File: src/rtl/hazard_forward_unit.sv
// Hazard detection and operand forwarding for the pipelined MIPS core.
// A tag pipeline shadows the DEPTH stages after ID and picks the youngest producer per source.
module hazard_forward_unit #(
  parameter int AW         = 5,
  parameter int NSRC       = 2,
  parameter int DEPTH      = 3,
  parameter int LOAD_READY = 1,
  localparam int SW        = $clog2(DEPTH + 1)
) (
  input  logic                clk,
  input  logic                rst,
  input  logic                id_valid,
  input  logic [AW-1:0]       id_rd,
  input  logic                id_we,
  input  logic                id_is_load,
  input  logic [NSRC*AW-1:0]  id_src,
  input  logic [NSRC-1:0]     id_src_used,
  input  logic                flush,
  output logic [NSRC*SW-1:0]  fwd_sel,
  output logic                stall,
  output logic [31:0]         stall_count
);

  logic [DEPTH-1:0] tag_v;
  logic [DEPTH-1:0] tag_we;
  logic [DEPTH-1:0] tag_ld;
  logic [AW-1:0]    tag_rd [DEPTH];
  logic [DEPTH-1:0] producer;
  logic [NSRC-1:0]  hazard;

  always_comb begin
    producer = '0;
    for (int i = 0; i < DEPTH; i++) begin
      producer[i] = tag_v[i] & tag_we[i] & (tag_rd[i] != '0);
    end
  end

  // Ascending scan with a found flag: the youngest matching producer wins.
  for (genvar j = 0; j < NSRC; j++) begin : g_src
    logic [AW-1:0] src;
    logic [SW-1:0] sel;
    logic          haz;
    logic          found;

    assign src = id_src[j*AW +: AW];

    always_comb begin
      sel   = '0;
      haz   = 1'b0;
      found = 1'b0;
      if (id_src_used[j] && (src != '0)) begin
        for (int i = 0; i < DEPTH; i++) begin
          if (!found && producer[i] && (tag_rd[i] == src)) begin
            found = 1'b1;
            if (tag_ld[i] && (i < LOAD_READY)) haz = 1'b1;
            else sel = SW'(i + 1);
          end
        end
      end
    end

    assign fwd_sel[j*SW +: SW] = sel;
    assign hazard[j]           = haz;
  end

  assign stall = id_valid & ~flush & (|hazard);

  // A flushed or stalled ID instruction enters EX as a bubble.
  always_ff @(posedge clk) begin
    if (rst) begin
      tag_v  <= '0;
      tag_we <= '0;
      tag_ld <= '0;
      for (int i = 0; i < DEPTH; i++) tag_rd[i] <= '0;
    end else begin
      for (int i = 1; i < DEPTH; i++) begin
        tag_v[i]  <= tag_v[i-1];
        tag_we[i] <= tag_we[i-1];
        tag_ld[i] <= tag_ld[i-1];
        tag_rd[i] <= tag_rd[i-1];
      end
      if (flush || stall) begin
        tag_v[0]  <= 1'b0;
        tag_we[0] <= 1'b0;
        tag_ld[0] <= 1'b0;
        tag_rd[0] <= '0;
      end else begin
        tag_v[0]  <= id_valid;
        tag_we[0] <= id_we;
        tag_ld[0] <= id_is_load;
        tag_rd[0] <= id_rd;
      end
    end
  end

  always_ff @(posedge clk) begin
    if (rst) begin
      stall_count <= '0;
    end else if (stall && (stall_count != 32'hFFFF_FFFF)) begin
      stall_count <= stall_count + 32'd1;
    end
  end

endmodule

File: config.mk
export PLATFORM = sky130hd
export DESIGN_NAME = hazard_forward_unit
export DESIGN_NICKNAME = d
export VERILOG_FILES = /design/src/rtl/hazard_forward_unit.sv
export SDC_FILE = /design/constraint.sdc
export NUM_CORES = 1
export LEC_CHECK = 0
export CORE_MARGIN = 8
export CORE_UTILIZATION = 46
export CTS_CLUSTER_DIAMETER = 100
export DETAILED_ROUTE_END_ITERATION = 16
export HOLD_SLACK_MARGIN = 0.06
export PLACE_DENSITY = 0.78
export SYNTH_ARGS = -nofsm -noshare
export SYNTH_HDL_FRONTEND = slang
export SYNTH_SLANG_ARGS = --single-unit
File: constraint.sdc
create_clock -name clk -period 2.7 [get_ports clk]
set_clock_uncertainty 0.05 [all_clocks]
set_input_delay 0.54 -clock clk [delete_from_list [all_inputs] [get_ports clk]]
set_output_delay 0.54 -clock clk [all_outputs]
set_load 0.01 [all_outputs]
==> results of run 1 <==
## final cells by class
type	count	share of cell area
clock buffer	5	0.01607
clock inverter	3	0.004383
inverter	4	0.003507
multi-input combinational	270	0.4357
sequential	54	0.2876
tap	77	0.02250
timing repair buffer	114	0.2303
## flip-flops by register name, summed over array words and instances (netlist names)
signal,flops
tag_ld,1
tag_we,3
stall_count,32
tag_rd,15
tag_v,3
## cell families after synthesis
kind of cell             after synthesis  synth area share
AND/OR/NAND/NOR                      153            0.3076
AO/OA/AOI/OAI                         60            0.1242
flip-flops                            54            0.4169
XOR/XNOR                              32           0.09491
buffers and inverters                 14           0.02076
multiplexers                           8           0.03009
adder cells (fa/ha/maj)                1          0.004237
other                                  1          0.001270
## critical path: cells and delay by family (launching register included)
kind                      cells  cell delay [ns]
DFF                           1             0.41
AOI/OAI and AO/OA             1             0.11
xor gates and xnor gates      1             0.16
buffers and inverters         2             0.27
and+or+nand+nor               3             1.09
## power groups by stage
stage / registers [uW] / logic [uW] / clock network, uW
global placement: 881 / 175 / 0
floorplan: 885 / 75.9 / 0
finish: 863 / 194 / 463
CTS: 863 / 187 / 468
global route: 865 / 210 / 505
detailed placement: 881 / 179 / 0
## cells in the mapped netlist, drive strengths merged, types with 2 or more instances
library cell / count
clkbuf: 7
nor2: 18
buf: 3
inv: 4
and2: 9
nor4: 7
and4: 9
nand3: 15
and2b: 2
nor3: 7
nand4: 9
nand2: 12
and3: 4
edfxtp: 15
mux2: 7
or3: 20
nand3b: 2
o31ai: 5
xnor2: 16
nor2b: 22
o2111ai: 2
o21bai: 2
xor2: 16
dfxtp: 39
a21oi: 25
or4: 10
o21ai: 19
or2: 4
## layer usage
metal	wire (um)	global-route usage	vias to the layer above
met5	0	0	-
li1	-	-	1437
met4	158	0.07554	0
met3	479	0.03120	17
met2	4068	0.2866	73
met1	3591	0.2281	1424
## worst max path at each step
| stage | start | to | cells after the start |
|---|---|---|---|
| finish | tag_rd[0][3] | fwd_sel[2] | 7 |
| floorplan | id_src[8] | stall_count[25] | 6 |
| global placement | id_src[8] | fwd_sel[2] | 7 |
| detailed placement | id_src[8] | fwd_sel[2] | 7 |
| CTS | tag_rd[0][3] | fwd_sel[2] | 7 |
| global route | tag_rd[0][3] | fwd_sel[2] | 7 |
## what timing repair did
action | CTS | global route
buffers inserted | 7 | 0
gates cloned | 1 | 2
gates resized for setup | 52 | 16
pin swaps | 19 | 7
setup endpoints to repair | 41 | 37
hold buffers | 0 | 0
## stage by stage
step | hold WS, ns | cell area, sq um | cells | util | setup TNS (ns)
after floorplan | 0.3879 | 3005 | 337 | - | 0
after global placement | 0.4016 | 3991 | 509 | 0.6358 | -20.55
after detailed placement | 0.4072 | 3991 | 509 | 0.6358 | -23.04
after CTS | 0.4231 | 4193 | 525 | 0.6679 | -1.298
after global routing | 0.4352 | 4282 | 527 | 0.6821 | -4.636
final | 0.4225 | 4282 | 527 | 0.6821 | -1.389
==> PnR_summary.wiki, run 1 <==
{| class="wikitable"
! Metric !! Value
|-
| Final setup fails || 13
|-
| Startpoint of the tightest hold check path || tag_we[0]
|-
| Top-level I/O count || 60
|-
| Failing checks || negative setup slack
|-
| Critical Path Fanout Max || 2
|-
| Cell type with the highest aggregate area in the netlist || sky130_fd_sc_hd__dfxtp_1
|-
| Register-to-register path setup slack || -0.12 ns
|-
| CTS max path bufs || 2
|-
| Status || finished with violations
|-
| Floorplan core area || 6277 sq um
|-
| Remaining routing DRC violations || 0
|-
| Sw Ratio || 0.2518
|-
| Die X || 96.12 um
|-
| Worst r2r src || tag_rd[0][3]
|-
| Number of synthesized flops with an enable pin || 15
|-
| Critical path type || reg -> out
|-
| Area of the die || 9239 sq um
|-
| Commonest non-fill, non-tap cells in the layout || 48 x sky130_fd_sc_hd__buf_4, 44 x sky130_fd_sc_hd__clkdlybuf4s50_1, 39 x sky130_fd_sc_hd__dfxtp_1, 22 x sky130_fd_sc_hd__nor2b_1, 18 x sky130_fd_sc_hd__nor2_1
|-
| Reported net switching power || 382.8 uW
|-
| Total vias in the final route || 2,951
|-
| Effective utilization at floorplan || 0.4704
|-
| Post-route worst setup slack || -0.2456 ns
|-
| Via/cell ratio || 5.600
|-
| Clock share of power || 0.305
|-
| Wire length of the first global-routing pass || 13,140 um
|-
| Cell area power density || 355.1 nW/um^2
|-
| Classification of the worst-slack hold path || reg -> reg
|-
| Crit-path slowest cell || sky130_fd_sc_hd__or4_4
|-
| Final net count || 473
|-
| Endpoint required time on the critical path || 2.11 ns
|-
| Die span in y || 96.12 um
|-
| Via count of the first global-routing pass || 2,781
|-
| CP arrival || 2.36 ns
|-
| # fillers || 497
|-
| Slew margin rel. || 0.5596
|-
| Most common library cell in the layout ignoring fill and taps || sky130_fd_sc_hd__buf_4
|-
| Pre-Repair DR Iteration Count || 4
|-
| Standby leakage power || 0.001558 uW
|-
| Relative area change from synthesis to final layout || 45.00%
|-
| Root buf cell || sky130_fd_sc_hd__clkbuf_8
|-
| CTS tree || done
|-
| Cell area after synthesis || 2953 sq um
|-
| Hold EP || tag_we[1]
|-
| Number of synthesized register bits || 54
|-
| Number of hold violations in the final report || 0
|-
| Share of power burned in registers || 0.568
|-
| DP Worst Slack || -0.8825 ns
|-
| Synth area leaders || sky130_fd_sc_hd__dfxtp_1 26%, sky130_fd_sc_hd__edfxtp_1 15%, sky130_fd_sc_hd__xnor2_1 4.7%, sky130_fd_sc_hd__xor2_1 4.7%, sky130_fd_sc_hd__nor2b_1 4.7%
|-
| Type of element launching the critical path || flop
|-
| Fraction of post-synthesis cell area in the top cell type by area || 0.2644
|-
| Share of final-layout standard cells stronger than drive strength 1 || 0.2400
|-
| Synth cell types || 47
|-
| Synthesized instance count || 323
|-
| H-tree lvl count || 2
|-
| Synth Flop Type || sky130_fd_sc_hd__dfxtp_1
|-
| Area taken by flip-flops and latches || 1231 sq um
|-
| Worst Setup End Kind || primary output
|-
| Worst flop-to-flop path endpoint || stall_count[25]
|-
| # diodes || 0
|-
| Final critical path time including I/O delays and setup || 2.946 ns
|-
| Antenna violations before repair || 0
|-
| Internal power summed over all cells || 1137 uW
|-
| Clock-pin slew on the worst setup and hold paths || 0.10 ns
|-
| Mean cell area of the mapped netlist || 9.142 sq um
|-
| Routed length per placed instance || 15.74 um
|-
| Total length of routed wires || 8297 um
|-
| Sequential-to-total area share from yosys stat || 0.4169
|-
| Tightest Pin Transition || 0.6556 ns
|-
| Routability-driven placement congestion ratio || 0.9115
|-
| Warnings from Yosys || 0
|-
| Final Slew Violations || 0
|-
| Antenna viol nets, final || 0
|-
| Relative contribution of combinational cells to total power || 0.128
|-
| Fmax || 339.5 MHz
|-
| Overflow after GRT || 0
|-
| Peak supply drop || 0.2592 mV
|-
| I/O Buffers || 59
|-
| Share of flip-flops with an asynchronous set or reset after synthesis || 0
|-
| Drt initial violations || 137
|-
| Pin count of the biggest net entering global routing || 35
|-
| Chain of cells forming the critical path || buf_6 -> xor2_1 -> or4_4 -> or3_4 -> or2_4 -> a21oi_2 -> buf_2
|-
| Share of the clock period used by the worst path || 1.091
|-
| Hold depth || 1
|-
| Slowest Stage Delay on Critical Path || 0.52 ns
|-
| HPWL reported at the end of detailed placement || 5909 um
|-
| Total power draw || 1520 uW
|-
| RSZ-0062 raised after global routing || true
|-
| Clock latency of the later-clocked register in the worst-skew pair || 0.31 ns
|-
| GRT Overall Usage || 0.1778
|-
| Worst-case reg-to-reg path depth || 8
|-
| Max-cap violations || 0
|-
| TritonCTS sink count || 54
|-
| Rows || 29
|-
| Num CTS Buffers || 5
|-
| Multi-input gate area || 1866 sq um
|}
Note: power is estimated with default switching activity, not from simulation.
==> run 2, diff against run 1 <==
--- a/config.mk
+++ b/config.mk
@@ -6,11 +6,11 @@
 export NUM_CORES = 1
 export LEC_CHECK = 0
 export CORE_MARGIN = 8
-export CORE_UTILIZATION = 46
+export CORE_UTILIZATION = 55
 export CTS_CLUSTER_DIAMETER = 100
 export DETAILED_ROUTE_END_ITERATION = 16
 export HOLD_SLACK_MARGIN = 0.06
-export PLACE_DENSITY = 0.78
+export PLACE_DENSITY = 0.87
 export SYNTH_ARGS = -nofsm -noshare
 export SYNTH_HDL_FRONTEND = slang
 export SYNTH_SLANG_ARGS = --single-unit
==> constraint.sdc (replaced) <==
create_clock -name clk -period 3.7 [get_ports clk]
set_clock_uncertainty 0.05 [all_clocks]
set_input_delay 0.74 -clock clk [delete_from_list [all_inputs] [get_ports clk]]
set_output_delay 0.74 -clock clk [all_outputs]
set_load 0.01 [all_outputs]
==> PnR_summary.wiki, run 2 (synthesis results as in run 1) <==
{| class="wikitable"
! Metric !! Value
|-
| Peak supply drop || 0.2331 mV (was 0.2592 mV)
|-
| Relative area change from synthesis to final layout || 31.57% (was 45.00%)
|-
| Floorplan core area || 5140 sq um (was 6277 sq um)
|-
| Overflow after GRT || 0 (unchanged)
|-
| Clock latency of the later-clocked register in the worst-skew pair || 0.30 ns (was 0.31 ns)
|-
| Worst flop-to-flop path endpoint || stall_count[6] (was stall_count[25])
|-
| HPWL reported at the end of detailed placement || 5881 um (was 5909 um)
|-
| Drt initial violations || 212 (was 137)
|-
| Total vias in the final route || 2,770 (was 2,951)
|-
| Top-level I/O count || 60 (unchanged)
|-
| TritonCTS sink count || 54 (unchanged)
|-
| Number of hold violations in the final report || 0 (unchanged)
|-
| Standby leakage power || 0.001368 uW (was 0.001558 uW)
|-
| Count of buffers added by post-CTS timing repair for setup || 0 (was 7)
|-
| CTS tree || done (unchanged)
|-
| Post-Route Setup TNS || 0 ns (was -1.389 ns)
|-
| Via count of the first global-routing pass || 2,614 (was 2,781)
|-
| Pre-Repair DR Iteration Count || 4 (unchanged)
|-
| Slowest Stage Delay on Critical Path || 0.52 ns (about the same)
|-
| End point of the critical path || fwd_sel[3] (was fwd_sel[2])
|-
| I/O Buffers || 59 (unchanged)
|-
| Top register by number of flip-flops || stall_count (unchanged)
|-
| Critical path type || in -> out (was reg -> out)
|-
| Area of the die || 7969 sq um (was 9239 sq um)
|-
| Max reg flops || 32 (unchanged)
|-
| Final setup fails || 0 (was 13)
|-
| Status || finished, final reports clean (was finished with violations)
|-
| Largest registers || stall_count x32, tag_rd x15 (unchanged)
|-
| Pin count of the biggest net entering global routing || 42 (was 35)
|-
| Register-to-register path setup slack || 0.79 ns (was -0.12 ns)
|-
| Effective utilization at floorplan || 0.5745 (was 0.4704)
|-
| WP depth || 8 (was 7)
|-
| Total length of routed wires || 7792 um (was 8297 um)
|-
| Commonest non-fill, non-tap cells in the layout || 53 x sky130_fd_sc_hd__clkdlybuf4s50_1, 39 x sky130_fd_sc_hd__dfxtp_1, 24 x sky130_fd_sc_hd__a21oi_1, 22 x sky130_fd_sc_hd__nor2b_1, 19 x sky130_fd_sc_hd__or3_1 (was 48 x sky130_fd_sc_hd__buf_4, 44 x sky130_fd_sc_hd__clkdlybuf4s50_1, 39 x sky130_fd_sc_hd__dfxtp_1, 22 x sky130_fd_sc_hd__nor2b_1, 18 x sky130_fd_sc_hd__nor2_1)
|-
| Final critical path time including I/O delays and setup || 3.619 ns
|-
| Chain of cells forming the critical path || clkdlybuf4s50_1 -> xor2_1 -> or4_4 -> or3_4 -> buf_4 -> or2b_1 -> a21oi_1 -> dlygate4sd2_1 (was buf_6 -> xor2_1 -> or4_4 -> or3_4 -> or2_4 -> a21oi_2 -> buf_2)
|-
| Classification of the worst-slack hold path || reg -> reg (unchanged)
|-
| Most common library cell in the layout ignoring fill and taps || sky130_fd_sc_hd__clkdlybuf4s50_1 (was sky130_fd_sc_hd__buf_4)
|-
| Share of final-layout standard cells stronger than drive strength 1 || 0.1046 (was 0.2400)
|-
| Remaining routing DRC violations || 0 (unchanged)
|-
| Critical path buffers and inverters || 3 (was 2)
|-
| Critical path startpoint || id_src[8] (was tag_rd[0][3])
|-
| Die X || 89.27 um (was 96.12 um)
|-
| Cts-stage hold buffer count || 0 (unchanged)
|-
| Antenna violations before repair || 0 (unchanged)
|-
| Root buf cell || sky130_fd_sc_hd__clkbuf_8 (unchanged)
|-
| Via/cell ratio || 5.759 (was 5.600)
|-
| Family with the most delay on the worst path || simple AND/OR/NAND/NOR gates (unchanged)
|-
| Worst-case reg-to-reg path depth || 7 (was 8)
|-
| Crit-path slowest cell || sky130_fd_sc_hd__or4_4 (unchanged)
|-
| Clock-pin slew on the worst setup and hold paths || 0.10 ns (about the same)
|-
| Type of element launching the critical path || primary input (was flop)
|-
| Antenna viol nets, final || 0 (unchanged)
|-
| # diodes || 0 (unchanged)
|-
| Worst r2r src || tag_rd[0][2] (was tag_rd[0][3])
|-
| RSZ-0062 raised after global routing || false (was true)
|-
| Critical Path Fanout Max || 3 (was 2)
|-
| Worst Setup End Kind || primary output (unchanged)
|-
| CTS max path bufs || 2 (unchanged)
|-
| Wire length of the first global-routing pass || 12,250 um (was 13,140 um)
|-
| Total power draw || 1082 uW (was 1520 uW)
|-
| Die span in y || 89.27 um (was 96.12 um)
|-
| Tightest Pin Transition || 0.6828 ns (was 0.6556 ns)
|-
| Routability-driven placement congestion ratio || 0.9721 (was 0.9115)
|-
| GRT Overall Usage || 0.1955 (was 0.1778)
|-
| Slew margin rel. || 0.5427 (was 0.5596)
|-
| Final net count || 434 (was 473)
|-
| H-tree lvl count || 2 (unchanged)
|-
| # fillers || 429 (was 497)
|-
| Rows || 26 (was 29)
|-
| Num CTS Buffers || 5 (unchanged)
|-
| CP arrival || 2.83 ns (was 2.36 ns)
|-
| Cell area power density || 278.4 nW/um^2 (was 355.1 nW/um^2)
|-
| Fmax || 276.3 MHz
|-
| Share of the clock period used by the worst path || 0.9781
|-
| Endpoint required time on the critical path || 2.91 ns (was 2.11 ns)
|-
| Final Slew Violations || 0 (unchanged)
|-
| Max-cap violations || 0 (unchanged)
|-
| Routed length per placed instance || 16.20 um (was 15.74 um)
|}
[run 2: changes by cell type in the layout (fill, tap and decap cells not counted), moves of 3 or more]
cell	change
sky130_fd_sc_hd__buf_4	-32
sky130_fd_sc_hd__clkdlybuf4s50_1	+9
sky130_fd_sc_hd__a21oi_1	+8
sky130_fd_sc_hd__dlygate4sd2_1	-8
sky130_fd_sc_hd__a21oi_2	-7
sky130_fd_sc_hd__buf_2	-6
sky130_fd_sc_hd__buf_6	-6
sky130_fd_sc_hd__dlymetal6s2s_1	+3
sky130_fd_sc_hd__nor4_1	+3
sky130_fd_sc_hd__or2_2	+3
sky130_fd_sc_hd__or2_4	-3
[run 2: per-stage QoR]
step	hold WS [ns]	cell area, sq um	std cells	setup slack, ns	utilization
2_1_floorplan	0.3879	3005	337	0.6705	-
3_3_place_gp	0.3981	3777	473	-0.2622	0.7349
3_5_place_dp	0.4089	3777	473	-0.2742	0.7349
4_1_cts	0.4241	3864	481	0.01783	0.7517
5_1_grt	0.4406	3885	481	0.008885	0.7558
6_report	0.4234	3885	481	0.08099	0.7558
[run 2: layout make-up]
class | instances | area [sq um] | share of cell area
tap | 70 | 87.58 | 0.02254
clock buffer | 6 | 72.57 | 0.01868
sequential | 54 | 1231 | 0.3169
clock inverter | 2 | 12.51 | 0.003221
multi-input combinational | 269 | 1735 | 0.4467
timing repair buffer | 76 | 730.7 | 0.1881
inverter | 4 | 15.01 | 0.003865
[run 2: report_power, final]
group	total (uW)	switching (uW)	internal [uW]
Combinational	110	49.8	60.5
Clock	331	197	135
Sequential	640	18.5	622
[run 2: routing by layer]
layer,share of wire,global-route usage,vias to the layer above
met5,0,0,-
met4,0.011,0.04079,0
met3,0.063,0.03309,11
met2,0.48,0.3374,98
met1,0.45,0.2485,1313
li1,-,-,1348
[run 2: how the worst min path moves through the flow]
stage	cells past startpoint	end	from	slack, ns
detailed placement	1	tag_v[2]	tag_v[1]	0.41
global route	1	tag_v[2]	tag_v[1]	0.44
floorplan	1	tag_we[1]	tag_we[0]	0.39
CTS	1	tag_v[2]	tag_v[1]	0.42
global placement	1	tag_v[1]	tag_v[0]	0.40
finish	1	tag_v[2]	tag_v[1]	0.42
[run 2: what timing repair did]
action	in CTS	in global routing
hold endpoints to repair	0	0
endpoints found under the setup margin	3	3
gates resized for setup	5	7
